### src/rtl/maint_scheduler.sv
// Periodic DRAM maintenance scheduler: refresh, ZQ calibration and periodic-read timers,
// pending-work counters and the maint_req/ack/done handshake. Define MAINT_PERIODIC_RD_EN for RD.
module maint_scheduler #(
   parameter int unsigned REF_INTERVAL = 1560,
   parameter int unsigned ZQ_INTERVAL  = 25600,
   parameter int unsigned RD_INTERVAL  = 2048,
   parameter int unsigned REF_POSTPONE = 8,
   parameter int unsigned MAX_PENDING  = 9,
   parameter int unsigned CNT_W        = 32,
   parameter int unsigned PEND_W       = 4
) (
   input  logic              clk,
   input  logic              rst_n,
   input  logic              init_calib_complete,
   input  logic              aref_en,
   input  logic              aref_en_valid,
   input  logic              program_busy,
   output logic              maint_req,
   output logic [1:0]        maint_type,
   input  logic              maint_ack,
   input  logic              maint_done,
   output logic              per_ref_init,
   output logic              per_zq_init,
   output logic              per_rd_init,
   output logic [PEND_W-1:0] ref_pending,
   output logic              ref_overflow
);

   if (MAX_PENDING <= REF_POSTPONE || MAX_PENDING >= (1 << PEND_W) ||
       REF_INTERVAL == 0 || ZQ_INTERVAL == 0 || RD_INTERVAL == 0) begin : g_bad_params
      $error("maint_scheduler: invalid parameter set");
   end

   localparam logic [1:0]        TYPE_REF  = 2'd0;
   localparam logic [1:0]        TYPE_ZQ   = 2'd1;
   localparam logic [1:0]        TYPE_RD   = 2'd2;
   localparam logic [PEND_W-1:0] PEND_MAX  = PEND_W'(MAX_PENDING);
   localparam logic [PEND_W-1:0] PEND_URG  = PEND_W'(REF_POSTPONE);
   localparam logic [CNT_W-1:0]  REF_LAST  = CNT_W'(REF_INTERVAL - 1);
   localparam logic [CNT_W-1:0]  ZQ_LAST   = CNT_W'(ZQ_INTERVAL - 1);

   typedef enum logic [1:0] {StIdle, StReq, StBusy} state_e;

   // Tick and grant in the same cycle cancel; the counter saturates at both ends.
   function automatic logic [PEND_W-1:0] pend_next(input logic [PEND_W-1:0] cur,
                                                   input logic inc, input logic dec);
      logic [PEND_W-1:0] nxt;
      nxt = cur;
      if (inc && !dec && cur != PEND_MAX) begin
         nxt = cur + PEND_W'(1);
      end else if (dec && !inc && cur != '0) begin
         nxt = cur - PEND_W'(1);
      end
      return nxt;
   endfunction

   state_e            state_q, state_d;
   logic              aref_en_r;
   logic [CNT_W-1:0]  ref_timer_q, ref_timer_d;
   logic [CNT_W-1:0]  zq_timer_q, zq_timer_d;
   logic [PEND_W-1:0] zq_pend_q;
   logic              ref_tick, zq_tick;
   logic              grant, ref_dec, zq_dec;
   logic              ref_elig, zq_elig, rd_elig;
   logic              req_d;
   logic [1:0]        type_d;

   assign ref_tick = init_calib_complete && aref_en_r && (ref_timer_q == REF_LAST);
   assign zq_tick  = init_calib_complete && (zq_timer_q == ZQ_LAST);
   assign grant    = (state_q == StReq) && maint_ack;
   assign ref_dec  = grant && (maint_type == TYPE_REF);
   assign zq_dec   = grant && (maint_type == TYPE_ZQ);

   assign ref_elig = (ref_pending >= PEND_URG) || ((ref_pending != '0) && !program_busy);
   assign zq_elig  = (zq_pend_q != '0) && !program_busy;

   always_comb begin
      ref_timer_d = ref_timer_q + CNT_W'(1);
      if (!init_calib_complete || !aref_en_r || ref_tick || aref_en_valid) begin
         ref_timer_d = '0;
      end
      zq_timer_d = zq_timer_q + CNT_W'(1);
      if (!init_calib_complete || zq_tick) begin
         zq_timer_d = '0;
      end
   end

   always_comb begin
      state_d = state_q;
      req_d   = maint_req;
      type_d  = maint_type;
      case (state_q)
         StIdle: begin
            if (ref_elig) begin
               type_d  = TYPE_REF;
               req_d   = 1'b1;
               state_d = StReq;
            end else if (zq_elig) begin
               type_d  = TYPE_ZQ;
               req_d   = 1'b1;
               state_d = StReq;
            end else if (rd_elig) begin
               type_d  = TYPE_RD;
               req_d   = 1'b1;
               state_d = StReq;
            end
         end
         StReq: begin
            if (maint_ack) begin
               req_d   = 1'b0;
               state_d = StBusy;
            end
         end
         StBusy: begin
            if (maint_done) begin
               state_d = StIdle;
            end
         end
         default: state_d = StIdle;
      endcase
   end

   always_ff @(posedge clk or negedge rst_n) begin
      if (!rst_n) begin
         state_q      <= StIdle;
         aref_en_r    <= 1'b1;
         ref_timer_q  <= '0;
         zq_timer_q   <= '0;
         ref_pending  <= '0;
         zq_pend_q    <= '0;
         ref_overflow <= 1'b0;
         maint_req    <= 1'b0;
         maint_type   <= TYPE_REF;
         per_ref_init <= 1'b0;
         per_zq_init  <= 1'b0;
      end else begin
         state_q      <= state_d;
         ref_timer_q  <= ref_timer_d;
         zq_timer_q   <= zq_timer_d;
         zq_pend_q    <= pend_next(zq_pend_q, zq_tick, zq_dec);
         maint_req    <= req_d;
         maint_type   <= type_d;
         per_ref_init <= ref_dec;
         per_zq_init  <= zq_dec;
         if (aref_en_valid) begin
            aref_en_r <= aref_en;
         end
         // Disabling refresh forgives the owed refreshes; a request already raised stays up.
         if (aref_en_valid && !aref_en) begin
            ref_pending <= '0;
         end else begin
            ref_pending <= pend_next(ref_pending, ref_tick, ref_dec);
         end
         if (ref_tick && (ref_pending == PEND_MAX) && !ref_dec) begin
            ref_overflow <= 1'b1;
         end
      end
   end

`ifdef MAINT_PERIODIC_RD_EN
   localparam logic [CNT_W-1:0] RD_LAST = CNT_W'(RD_INTERVAL - 1);

   logic [CNT_W-1:0]  rd_timer_q;
   logic [PEND_W-1:0] rd_pend_q;
   logic              rd_tick, rd_dec;

   assign rd_tick = init_calib_complete && (rd_timer_q == RD_LAST);
   assign rd_dec  = grant && (maint_type == TYPE_RD);
   assign rd_elig = (rd_pend_q != '0) && !program_busy;

   always_ff @(posedge clk or negedge rst_n) begin
      if (!rst_n) begin
         rd_timer_q  <= '0;
         rd_pend_q   <= '0;
         per_rd_init <= 1'b0;
      end else begin
         rd_timer_q  <= (!init_calib_complete || rd_tick) ? '0 : rd_timer_q + CNT_W'(1);
         rd_pend_q   <= pend_next(rd_pend_q, rd_tick, rd_dec);
         per_rd_init <= rd_dec;
      end
   end
`else
   assign rd_elig     = 1'b0;
   assign per_rd_init = 1'b0;
`endif

endmodule

### config.mk
export PLATFORM = sky130hd
export DESIGN_NAME = maint_scheduler
export DESIGN_NICKNAME = d
export VERILOG_FILES = /design/src/rtl/maint_scheduler.sv
export SDC_FILE = /design/constraint.sdc
export NUM_CORES = 1
export LEC_CHECK = 0
export BUFFER_PORTS_ARGS = -buffer_cell sky130_fd_sc_hd__buf_2
export CAP_MARGIN = 20
export CELL_PAD_IN_SITES_DETAIL_PLACEMENT = 1
export CELL_PAD_IN_SITES_GLOBAL_PLACEMENT = 2
export CORE_MARGIN = 2
export CORE_UTILIZATION = 37
export CTS_CLUSTER_SIZE = 28
export DETAILED_ROUTE_END_ITERATION = 10
export HOLD_SLACK_MARGIN = 0.15
export PLACE_DENSITY_LB_ADDON = 0.25
export SYNTH_ARGS = -nofsm -noshare
export SYNTH_HDL_FRONTEND = slang
export SYNTH_SLANG_ARGS = --single-unit
### constraint.sdc
create_clock -name clk -period 2.23 [get_ports clk]
set_clock_uncertainty 0.15 [all_clocks]
set_input_delay 0.3345 -clock clk [delete_from_list [all_inputs] [get_ports clk]]
set_output_delay 0.3345 -clock clk [all_outputs]
set_load 0.02 [all_outputs]
* Yosys cells after proc, flatten, opt, wreduce, memory -nomap -nowiden
Cells that the tools add are included.
Storage, ports and cells: output and inout port bits 11, word-level logic and storage cells 89, register bits after elaboration 81, input bits 8
Operators by class: reduce and logical (&&, ||, !) cells 43, equal/unequal tests 11, magnitude comparators 1, add/sub/neg operators 6, multiplexer cells 17
Operators with widths (count):
- $add 32x1->32 const B | 2
- $mux 32 | 2
- $eq 32x11->1 const B | 1
- $eq 32x15->1 const B | 1
- $mux 4 | 5
- $logic_and 1x1->1 | 19
- $mux 2 | 5
- $add 4x1->4 const B | 2
- $logic_not 1->1 | 8
- $ne 4x4->1 const B | 2
- $reduce_bool 4->1 | 2
- $sub 4x1->4 const B | 2
- $pmux 2 s3 | 1
- $reduce_and 3->1 | 2
- $reduce_bool 2->1 | 3
- $logic_or 1x1->1 | 5
- $eq 2x1->1 const B | 2
- $eq 4x4->1 const B | 1
- $ge 4x4->1 const B | 1
- $logic_not 2->1 | 2
- $ne 2x2->1 const B | 2
- $mux 1 | 3
- $ne 3x3->1 const B | 1
- $reduce_bool 3->1 | 1
- other kinds (3) | 3

* Depth between registers and ports, before layout
Gate-level depths: netlist (run 1).
depth after elaboration 8, gate-level depth with buffers 11, depth with buffers taken out 11

* Worst setup path after synthesis (run 1)
No wires, ideal clock.
path type register to register, from reg zq_timer_q[0], to reg zq_pend_q[3], stages on the path, launching flop included 12, required time 1.957 ns, slack -0.227 ns, arrival time 2.184 ns, clock period less this slack 2.457 ns, setup time 0.123 ns, path through dfrtp_1 > ha_1 > nand2_1 > nor3_4 > and3_1 > nand3_1 > ha_1 > a21o_1 > a21oi_1 > and2_1 > mux2i_1 > xnor2_1
On the way: word-level cells in the longest chain between the ends 6, elaborated cells between the ends (all ways) 9, classes of those cells eq/ne (1); mux (1); reduce/logical (7)
Ends and longest elaborated chain:
- start: declaration | line 60 | logic [CNT_W-1:0] zq_timer_q, zq_timer_d;
- start signal: assignment | line 139 | zq_timer_q <= zq_timer_d;
- $eq 32x15->1 * | line 69 | assign zq_tick = init_calib_complete && (zq_timer_q == ZQ_LAST);
- $logic_and 1x1->1 * | line 69
- $logic_not 1->1 | line 51 | end else if (dec && !inc && cur != '0) begin
- $logic_and 1x1->1 (2 in series) | line 51
- $reduce_bool 2->1 (no line)
- end signal: assignment | line 140 | zq_pend_q <= pend_next(zq_pend_q, zq_tick, zq_dec);
- end: declaration | line 61 | logic [PEND_W-1:0] zq_pend_q;
Mark *: on every way between the ends. The rest lies on a longest branch, timed or not. A chain may end at the register's enable or synchronous reset.

* Worst setup path in the final report (run 1)
from reg ref_timer_q[30], to reg ref_pending[3]
On the way: word-level cells in the longest chain between the ends 6, elaborated cells between the ends (all ways) 10, classes of those cells eq/ne (1); mux (2); reduce/logical (7)
Ends and longest elaborated chain:
- start: declaration | line 59 | logic [CNT_W-1:0] ref_timer_q, ref_timer_d;
- start signal: assignment | line 138 | ref_timer_q <= ref_timer_d;
- $eq 32x11->1 * | line 68 | assign ref_tick = init_calib_complete && aref_en_r && (ref_timer_q == REF_LAST);
- $logic_and 1x1->1 * | line 68
- $logic_and 1x1->1 / $logic_not 1->1 (equally long branches) | line 49, 51
- $logic_and 1x1->1 (on tied branches) | line 49, 51
- $mux 4 / $logic_and 1x1->1 (equally long branches) | line 49, 51
- $mux 4 / $reduce_bool 3->1 (equally long branches)
- end signal: assignment | line 152 | ref_pending <= pend_next(ref_pending, ref_tick, ref_dec);
- end: declaration | line 25 | output logic [PEND_W-1:0] ref_pending,
Marked as above.

==> metrics.txt, run 1 <==
outcome=complete, but fails checks; failing checks=setup timing; Die ar.=~0.013 mm2; CP Capture Type=register; top_reg_cell synth=dfrtp_1; crit path DAT=between 2000 and 3000 ps; FILL cells=between 1000 and 1500; final wirelength=~11 mm; root buf cell=clkbuf_16; Multi-input gate area=~0.0023 mm2; vias in the first global route=slightly below 4000; Rows=39; IO Pins=19; fmax=387 MHz; synthesis-stage register bit count=80; clk buf depth=2; Area Growth Syn to Fin=34.1%; register area=approximately 0.002 mm2; most frequent cells in the layout=buf_4, dfrtp_1, nor2_1; CTS Buf Count=9; DR vias/cell=about 5.0; fin crit period=between 2000 and 3000 ps; Synth cell types=60; Worst path slowest cell=dfrtp_1; PortBufs=16; worst hold slack=158 ps; routed length per instance=15.4 um; HPWL after detailed placement=7.66 mm; endpoints failing setup=7; Final Cell Area=0.00578 mm2; core area=between 0.01 and 0.015 mm2; CTS clk-pin slew, worst paths=around 60 ps; number of hold violations in the final report=0; initial antenna violation count=0; Final Max Slew Viols=0; die height=112 um; cells after synthesis=426; share of layout cells above drive strength 1=between 30 and 40%; Final Core Density=between 50 and 60%; Clock Latency Late Sink=between 300 and 400 ps; worst setup margin=-352 ps; RSZ-0062 raised after global routing=true; Worst Setup Start Kind=register; Slew headroom=between 60% and 70%; CP Data Required Time=2340 ps; DR pass1 iterations=4; Tcrit/Tclk final=116%; most common cell after layout, fill and taps aside=buf_4; worst vdd ir=290 uV; pwr/cell area=about 550 mW/mm2; CP max stage delay=between 300 and 400 ps; H-tree depth=3; Avg Cell Area, Syn=around 10 um2; initial drt markers=84; CTS Sinks=80; critical path cell sequence=nor4_2, buf_4, nand4_1, nor2_2, nand4_1, ha_1, a21o_1, a21oi_2, mux2i_1, mux2i_1; CTS tree=built; register area share after synthesis=between 40% and 50%; Max Cap Viol=0; global-route wire length before repair=18.5 mm; GRT Overall Usage=18.3%; sum of buffers and inverters on the critical path=1; pin count of the biggest net entering global routing=37; Hold Path Class=input pin to register; Setup CP Type=register to register; leakage=between 0.002 and 0.003 uW; Initial Util=37.8%; Synth async-reset ratio=100%; critical path's top delay family=simple AND/OR/NAND/NOR gates; DRC Markers=0; crit-path max FO=2; slew of the pin with the lowest slew margin=between 500 and 600 ps; antenna-violating nets left=0; GRT overflow=0; final net count=558; cell area after synthesis=0.00431 mm2; RePlAce Congestion=~0.76; die width=112 um; fin cells=690; antenna fix cells=0; vias=approximately 3500; Placed Cells=670; yosys warns=0; EDFF count, synth=0; Placed Area=about 0.0053 mm2
## what timing repair did
item                                   CTS  global route
endpoints found under the hold margin   33             0
resized for setup                       17             7
buffers inserted                         0             0
pin swaps                                6             3
hold buffers                             4             0
setup endpoints to repair                7            10
## cell families (layout without fill, tap and decap cells)
family / after synthesis / count (layout) / share of synthesized area [%]
buf+inv: 26 / 146 / 3.05
other cells: 1 / 2 / 0.0869
simple gates: 223 / 223 / 30.3
xor+xnor: 62 / 62 / 12.6
mux: 7 / 7 / 2.00
fa+ha+maj: 8 / 8 / 2.67
compound gates: 19 / 19 / 2.87
flops: 80 / 80 / 46.4
## metal layers
layer	GRT usage [%]	vias to the layer above	routed length, um
li1	-	1700	-
met1	23.8	1741	5070
met2	30.9	27	5200
met3	3.43	11	182
met4	5.77	0	155
met5	0	-	0
## Yosys cell counts, types with 2 or more instances
| cell type | instances | area share, % |
|---|---|---|
| and4_1 | 5 | 1.0 |
| o21a_1 | 2 | 0.35 |
| nor2_1 | 74 | 6.4 |
| mux2_1 | 2 | 0.52 |
| nor3_1 | 15 | 1.7 |
| fa_1 | 2 | 0.93 |
| mux2i_1 | 3 | 0.70 |
| nand2b_1 | 5 | 0.73 |
| nand3_1 | 18 | 2.1 |
| o21ai_0 | 4 | 0.46 |
| and4b_1 | 2 | 0.46 |
| a21o_1 | 3 | 0.52 |
| inv_1 | 12 | 1.0 |
| and3_1 | 12 | 1.7 |
| nor4b_1 | 2 | 0.41 |
| xor2_1 | 26 | 5.3 |
| nand4_1 | 15 | 2.2 |
| or3_1 | 3 | 0.44 |
| buf_4 | 5 | 0.87 |
| nand4_2 | 3 | 0.87 |
| nor4_1 | 13 | 1.9 |
| nor4_4 | 2 | 0.99 |
| nor4_2 | 5 | 1.5 |
| ha_1 | 6 | 1.7 |
| nor2_2 | 2 | 0.29 |
| buf_2 | 6 | 0.70 |
| dfrtp_1 | 79 | 46 |
| and2_1 | 2 | 0.29 |
| xnor2_1 | 36 | 7.3 |
| nand3_4 | 2 | 0.81 |
| nand2_1 | 25 | 2.2 |
| nor2b_1 | 4 | 0.58 |
| a21oi_1 | 4 | 0.46 |
## worst paths after layout
kind	startpoint	end	slack (ps)	depth (start not counted)
worst max-delay path	ref_timer_q[30]	ref_pending[3]	-350	10
worst min-delay path	maint_ack	state_q[0]	160	3
worst max register to register	ref_timer_q[30]	ref_pending[3]	-350	10
worst min register to register	ref_overflow	ref_overflow	330	1
max in group asynchronous	rst_n	aref_en_r	970	3
min in group asynchronous	rst_n	zq_timer_q[19]	340	2
## sequential cells by signal, summed over array words and instances, names as in the netlist
| register | count |
|---|---|
| per_zq_init | 1 |
| ref_pending | 4 |
| maint_type | 1 |
| zq_timer_q | 32 |
| state_q | 2 |
| ref_overflow | 1 |
| aref_en_r | 1 |
| zq_pend_q | 4 |
| per_ref_init | 1 |
| ref_timer_q | 32 |
| maint_req | 1 |
## per-stage QoR
step                      setup TNS (ps)  power [uW]  worst slack, ps
after CTS                          -1770        3210             -398
final                              -1610        3170             -352
after floorplan                     -276        1540             -141
after global routing               -2730        3290             -608
after global placement             -1970        1600             -386
after detailed placement           -2260        1610             -438
## worst register-to-register path: cells and delay by family, from the launching register on
kind	cells	cell delay, ps
compound gates	2	300
fa+ha+maj	1	300
buf+inv	1	160
flops	1	390
mux	2	410
simple gates	4	820
## cell type report
cell class,instances,share of cell area (%)
Multi-Input combinational cell,321,40.5
Sequential cell,80,34.6
Timing Repair Buffer,117,15.3
Clock buffer,13,4.33
Tap cell,143,3.09
Clock inverter,3,1.13
Inverter,13,0.930
## power breakdown
group | internal [uW] | switching [uW]
Sequential | 1460 | 7.14
Clock | 1010 | 571
Combinational | 41.7 | 74.9
Total | 2510 | 654
Note: power is estimated with default switching activity, not from simulation.
==> run 2: changes to the inputs <==
--- a/config.mk
+++ b/config.mk
@@ -9,7 +9,6 @@
 export CAP_MARGIN = 20
 export CELL_PAD_IN_SITES_DETAIL_PLACEMENT = 1
 export CELL_PAD_IN_SITES_GLOBAL_PLACEMENT = 2
-export CORE_MARGIN = 2
 export CORE_UTILIZATION = 37
 export CTS_CLUSTER_SIZE = 28
 export DETAILED_ROUTE_END_ITERATION = 10
==> run 2 against run 1 <==
Compared with the run above:
- final cell count shrank 0.58%
- clock-buffer cell count shrank 1
- critical path type unchanged
- the run still ends with setup timing left
- hold slack gained 10 ps
==> metrics.txt, run 2 (synthesized netlist as in run 1, its figures left out) <==
Placed Area=~0.0053 mm2; leakage=between 0.002 and 0.003 uW; HPWL after detailed placement=7.93 mm; Final Cell Area=0.00574 mm2; share of layout cells above drive strength 1=about a third; initial drt markers=101; critical path cell sequence=nor4_4, buf_4, nand4_1, nor2_1, nand4_1, ha_1, a21o_1, a21oi_2, mux2i_1, mux2i_1; number of hold violations in the final report=0; slew of the pin with the lowest slew margin=between 500 and 600 ps; CP Data Required Time=approximately 2300 ps; Rows=39; final wirelength=11.0 mm; DR pass1 iterations=4; crit path DAT=between 2000 and 3000 ps; antenna fix cells=0; GRT Overall Usage=between 20% and 30%; Top Registers=ref_timer_q x32, zq_timer_q x32; Slew headroom=about two thirds; die height=110 um; DR vias/cell=5.14; CP max stage delay=410 ps; fmax=a little under 400 MHz; Max Cap Viol=0; routed length per instance=16.0 um; Tcrit/Tclk final=116%; clk buf depth=2; RePlAce Congestion=a little over 0.8; CP Capture Type=register; pin count of the biggest net entering global routing=47; most frequent cells in the layout=buf_4, dfrtp_1, nor2_1; DP Worst Slack=-479 ps; antenna-violating nets left=0; met1 wire length=5.12 mm; root buf cell=clkbuf_16; Worst path slowest cell=dfrtp_1; RSZ-0062 raised after global routing=true; worst vdd ir=284 uV; crit-path max FO=2; critical path's top delay family=simple AND/OR/NAND/NOR gates; CTS clk-pin slew, worst paths=~60 ps; Final Max Slew Viols=0; Clock Latency Late Sink=between 300 and 400 ps; die width=about 110 um; fin crit period=approximately 2600 ps; DRC Markers=0; outcome=complete, but fails checks; CTS Buf Count=9; Initial Util=a little under two fifths; Hold Path Class=input pin to register; GRT overflow=0; most common cell after layout, fill and taps aside=buf_4; IO Pins=19; sum of buffers and inverters on the critical path=1; initial antenna violation count=0; CTS tree=built; Setup CP Type=register to register; global-route wire length before repair=between 15 and 20 mm; setup TNS=-1610 ps; worst hold slack=168 ps; core area=~0.011 mm2; DR top layer=met4; final net count=~560; failing checks=setup timing; met2 WL=~5.5 mm; Area Growth Syn to Fin=33.1%; H-tree depth=3; CTS Sinks=80; vias in the first global route=3787; worst setup margin=-363 ps; vias=between 3000 and 4000; Die ar.=0.0121 mm2; pwr/cell area=around 530 mW/mm2; Worst Setup Start Kind=register; PortBufs=16; Tot Pwr=3040 uW; Routed met3 length=186 um; endpoints failing setup=6
## run 2: worst paths after layout
path / slack [ps] / cells past startpoint / start / endpoint
worst max-delay path: -360 / 10 / ref_timer_q[30] / ref_pending[3]
worst min-delay path: 170 / 2 / aref_en_valid / aref_en_r
worst max register to register: -360 / 10 / ref_timer_q[30] / ref_pending[3]
worst min register to register: 340 / 2 / maint_req / maint_req
max in group asynchronous: 940 / 3 / rst_n / ref_timer_q[20]
min in group asynchronous: 360 / 2 / rst_n / zq_timer_q[26]
## run 2: worst register-to-register path, cell delays in order (launching register included)
cell and delay (ps):
dfrtp_1 410, nor4_4 300, buf_4 150, nand4_1 170, nor2_1 180, nand4_1 120
ha_1 300, a21o_1 170, a21oi_2 150, mux2i_1 220, mux2i_1 210
## run 2: area by class of cell
type	count	area [um2]
well taps	143	179
clock buffers	12	246
flip-flops and latches	80	2000
clock inverters	3	42.5
inverters	13	50.0
multi-input cells	321	2340
fillers	1260	5630
repair buffers	114	877
## run 2: report_power, final
part	switching [uW]	total (uW)	internal (uW)	leakage (uW)
clock	568	1460	891	0.000139
combinational	75.6	115	39.2	0.00138
sequential	7.05	1470	1460	0.00111
## run 2: routing by layer
layer,GRT usage [%],vias to the layer above
met3,2.73,14
met4,7.52,0
met5,0,-
li1,-,1691
met2,33.9,30
met1,26.4,1791
## run 2: timing repair
action                     CTS  global route
hold endpoints to repair    36             0
hold buffers                 4             0
setup buffers                1             0
gates resized for setup     14             8
setup endpoints to repair    7            11
pin swaps                    6             6
## run 2: metrics by stage
step	utilization, %	std cells
after global routing	50.5	686
after CTS	50.1	686
after floorplan	-	427
after global placement	46.4	667
after detailed placement	46.4	667
final	50.5	686
==> run 3: changes to the inputs <==
==> constraint.sdc (replaced) <==
create_clock -name clk -period 2.23 [get_ports clk]
set_clock_uncertainty 0.15 [all_clocks]
set_input_delay 0.3345 -clock clk [delete_from_list [all_inputs] [get_ports clk]]
set_output_delay 0.3345 -clock clk [all_outputs]
set_load 0.1 [all_outputs]
==> run 3 against run 2 <==
Compared with the run above:
- the flow still finishes with violations (setup timing)
- total power shrank 5.1%
- sequential share of layout area grew 0.61 points
- via count shrank 2.5%
- design area shrank 0.78%
- utilization shrank 0.40 points
- final cell count shrank 0.58%
- first-iteration DRC count grew 3.0%
- die area is the same
- clock-buffer cell count grew 1
- critical endpoint unchanged
- highest routed layer unchanged
==> metrics.txt, run 3 (synthesized netlist as in run 1, its figures left out) <==
HPWL after detailed placement=between 7 and 8 mm; failing checks=setup timing; fin crit period=between 2000 and 3000 ps; slew of the pin with the lowest slew margin=523 ps; Reg2Reg Launch Point=ref_timer_q[30]; share of layout cells above drive strength 1=32.3%; DR pass1 iterations=4; CP max stage delay=390 ps; vias in the first global route=3700; vias=about 3400; die width=roughly 110 um; Final Max Slew Viols=0; Area Growth Syn to Fin=32.1%; RSZ-0062 raised after global routing=true; worst setup margin=-328 ps; Hold Path Class=input pin to register; CP endpoint=ref_pending[3]; Rows=39; routed length per instance=15.8 um; endpoints failing setup=6; most frequent cells in the layout=buf_4, dfrtp_1, nor2_1; fmax=between 300 and 400 MHz; setup TNS=-1370 ps; most common cell after layout, fill and taps aside=buf_4; RR Endpoint=ref_pending[3]; number of hold violations in the final report=0; core area=approximately 0.011 mm2; Tcrit/Tclk final=115%; fin cells=about 680; H-tree depth=3; r2r setup slk=-330 ps; root buf cell=clkbuf_16; crit path DAT=~2700 ps; pin count of the biggest net entering global routing=between 40 and 50; DP Worst Slack=-465 ps; Clock Latency Late Sink=roughly 340 ps; r2r worst-path depth=10; CP Capture Type=register; Placed Cells=about 660; GRT overflow=0; worst vdd ir=~340 uV; clk buf depth=2; DRC Markers=0; global-route wire length before repair=around 19 mm; PortBufs=16; initial antenna violation count=0; Initial Util=a little under two fifths; antenna-violating nets left=0; Max Cap Viol=0; Die ar.=~0.012 mm2; FILL cells=1272; Slew headroom=between 60 and 70%; Setup crit start=ref_timer_q[30]; initial drt markers=roughly 100; final wirelength=around 11 mm; CP Data Required Time=approximately 2300 ps; die height=~110 um; RePlAce Congestion=0.729; GRT Overall Usage=about a fifth; IO Pins=19; Top Registers=ref_timer_q x32, zq_timer_q x32; antenna fix cells=0; outcome=complete, but fails checks; pwr/cell area=roughly 510 mW/mm2; crit-path max FO=2; final net count=approximately 550; CTS Sinks=80; CTS clk-pin slew, worst paths=~60 ps; Worst Setup Start Kind=register; Setup CP Type=register to register; DR vias/cell=just over 5; Worst path slowest cell=dfrtp_1; leakage=between 0.002 and 0.003 uW; CTS tree=built; critical path cell sequence=nor4_2, buf_4, nand4_1, nor2_2, nand4_1, ha_1, a21o_1, a21oi_2, mux2i_1, mux2i_1; CTS Buf Count=9
[run 3: layer usage]
layer | GRT usage (%) | share of wire, %
met2 | 33.7 | 49
met5 | 0 | 0
met4 | 7.71 | 1.6
met1 | 26.6 | 48
met3 | 3.20 | 1.6
[run 3: worst min path at each step]
stage | from | to | slack (ps) | cells after the start
floorplan | rst_n | maint_req | -110 | 0
detailed placement | rst_n | zq_timer_q[25] | 40 | 1
CTS | aref_en_valid | aref_en_r | 150 | 2
global route | aref_en_valid | aref_en_r | 170 | 2
finish | aref_en_valid | aref_en_r | 170 | 2
global placement | rst_n | zq_timer_q[25] | 40 | 1
[run 3: area by class of cell]
| cell class | instances | area, um2 | share of cell area (%) |
|---|---|---|---|
| inverters | 13 | 50.0 | 0.879 |
| multi-input cells | 321 | 2360 | 41.4 |
| clock buffers | 13 | 240 | 4.22 |
| flip-flops and latches | 80 | 2020 | 35.5 |
| clock inverters | 2 | 10.0 | 0.176 |
| repair buffers | 110 | 840 | 14.7 |
| well taps | 143 | 179 | 3.14 |
[run 3: power breakdown]
group | leakage (uW) | switching [uW] | internal [uW] | total [uW]
sequential | 0.00110 | 5.26 | 1460 | 1470
combinational | 0.00134 | 85.4 | 39.2 | 125
clock | 0.000123 | 551 | 745 | 1300
total | 0.00256 | 642 | 2250 | 2890
[run 3: per-stage QoR]
stage | total power, uW | utilization, % | area (um2) | hold WS, ps
6_report | 2890 | 50.1 | 5700 | 165
5_1_grt | 3030 | 50.1 | 5700 | 172
4_1_cts | 2950 | 49.8 | 5660 | 151
3_5_place_dp | 1620 | 46.2 | 5260 | 37.4
3_3_place_gp | 1610 | 46.2 | 5260 | 35.9
2_1_floorplan | 1540 | - | 4380 | -111
[run 3: critical path: cells and delay by family, from the launching register on]
kind                     cells  cell delay, ps
multiplexers                 2             480
adder cells (fa/ha/maj)      1             300
flip-flops                   1             390
buffers and inverters        1             160
AND/OR/NAND/NOR              4             710
AO/OA/AOI/OAI                2             290
[run 3: timing repair]
item	CTS	global route
endpoints found under the hold margin	82	0
endpoints found under the setup margin	7	8
resized for setup	16	6
pin swaps	8	6
setup buffers	2	1
hold buffers	4	0
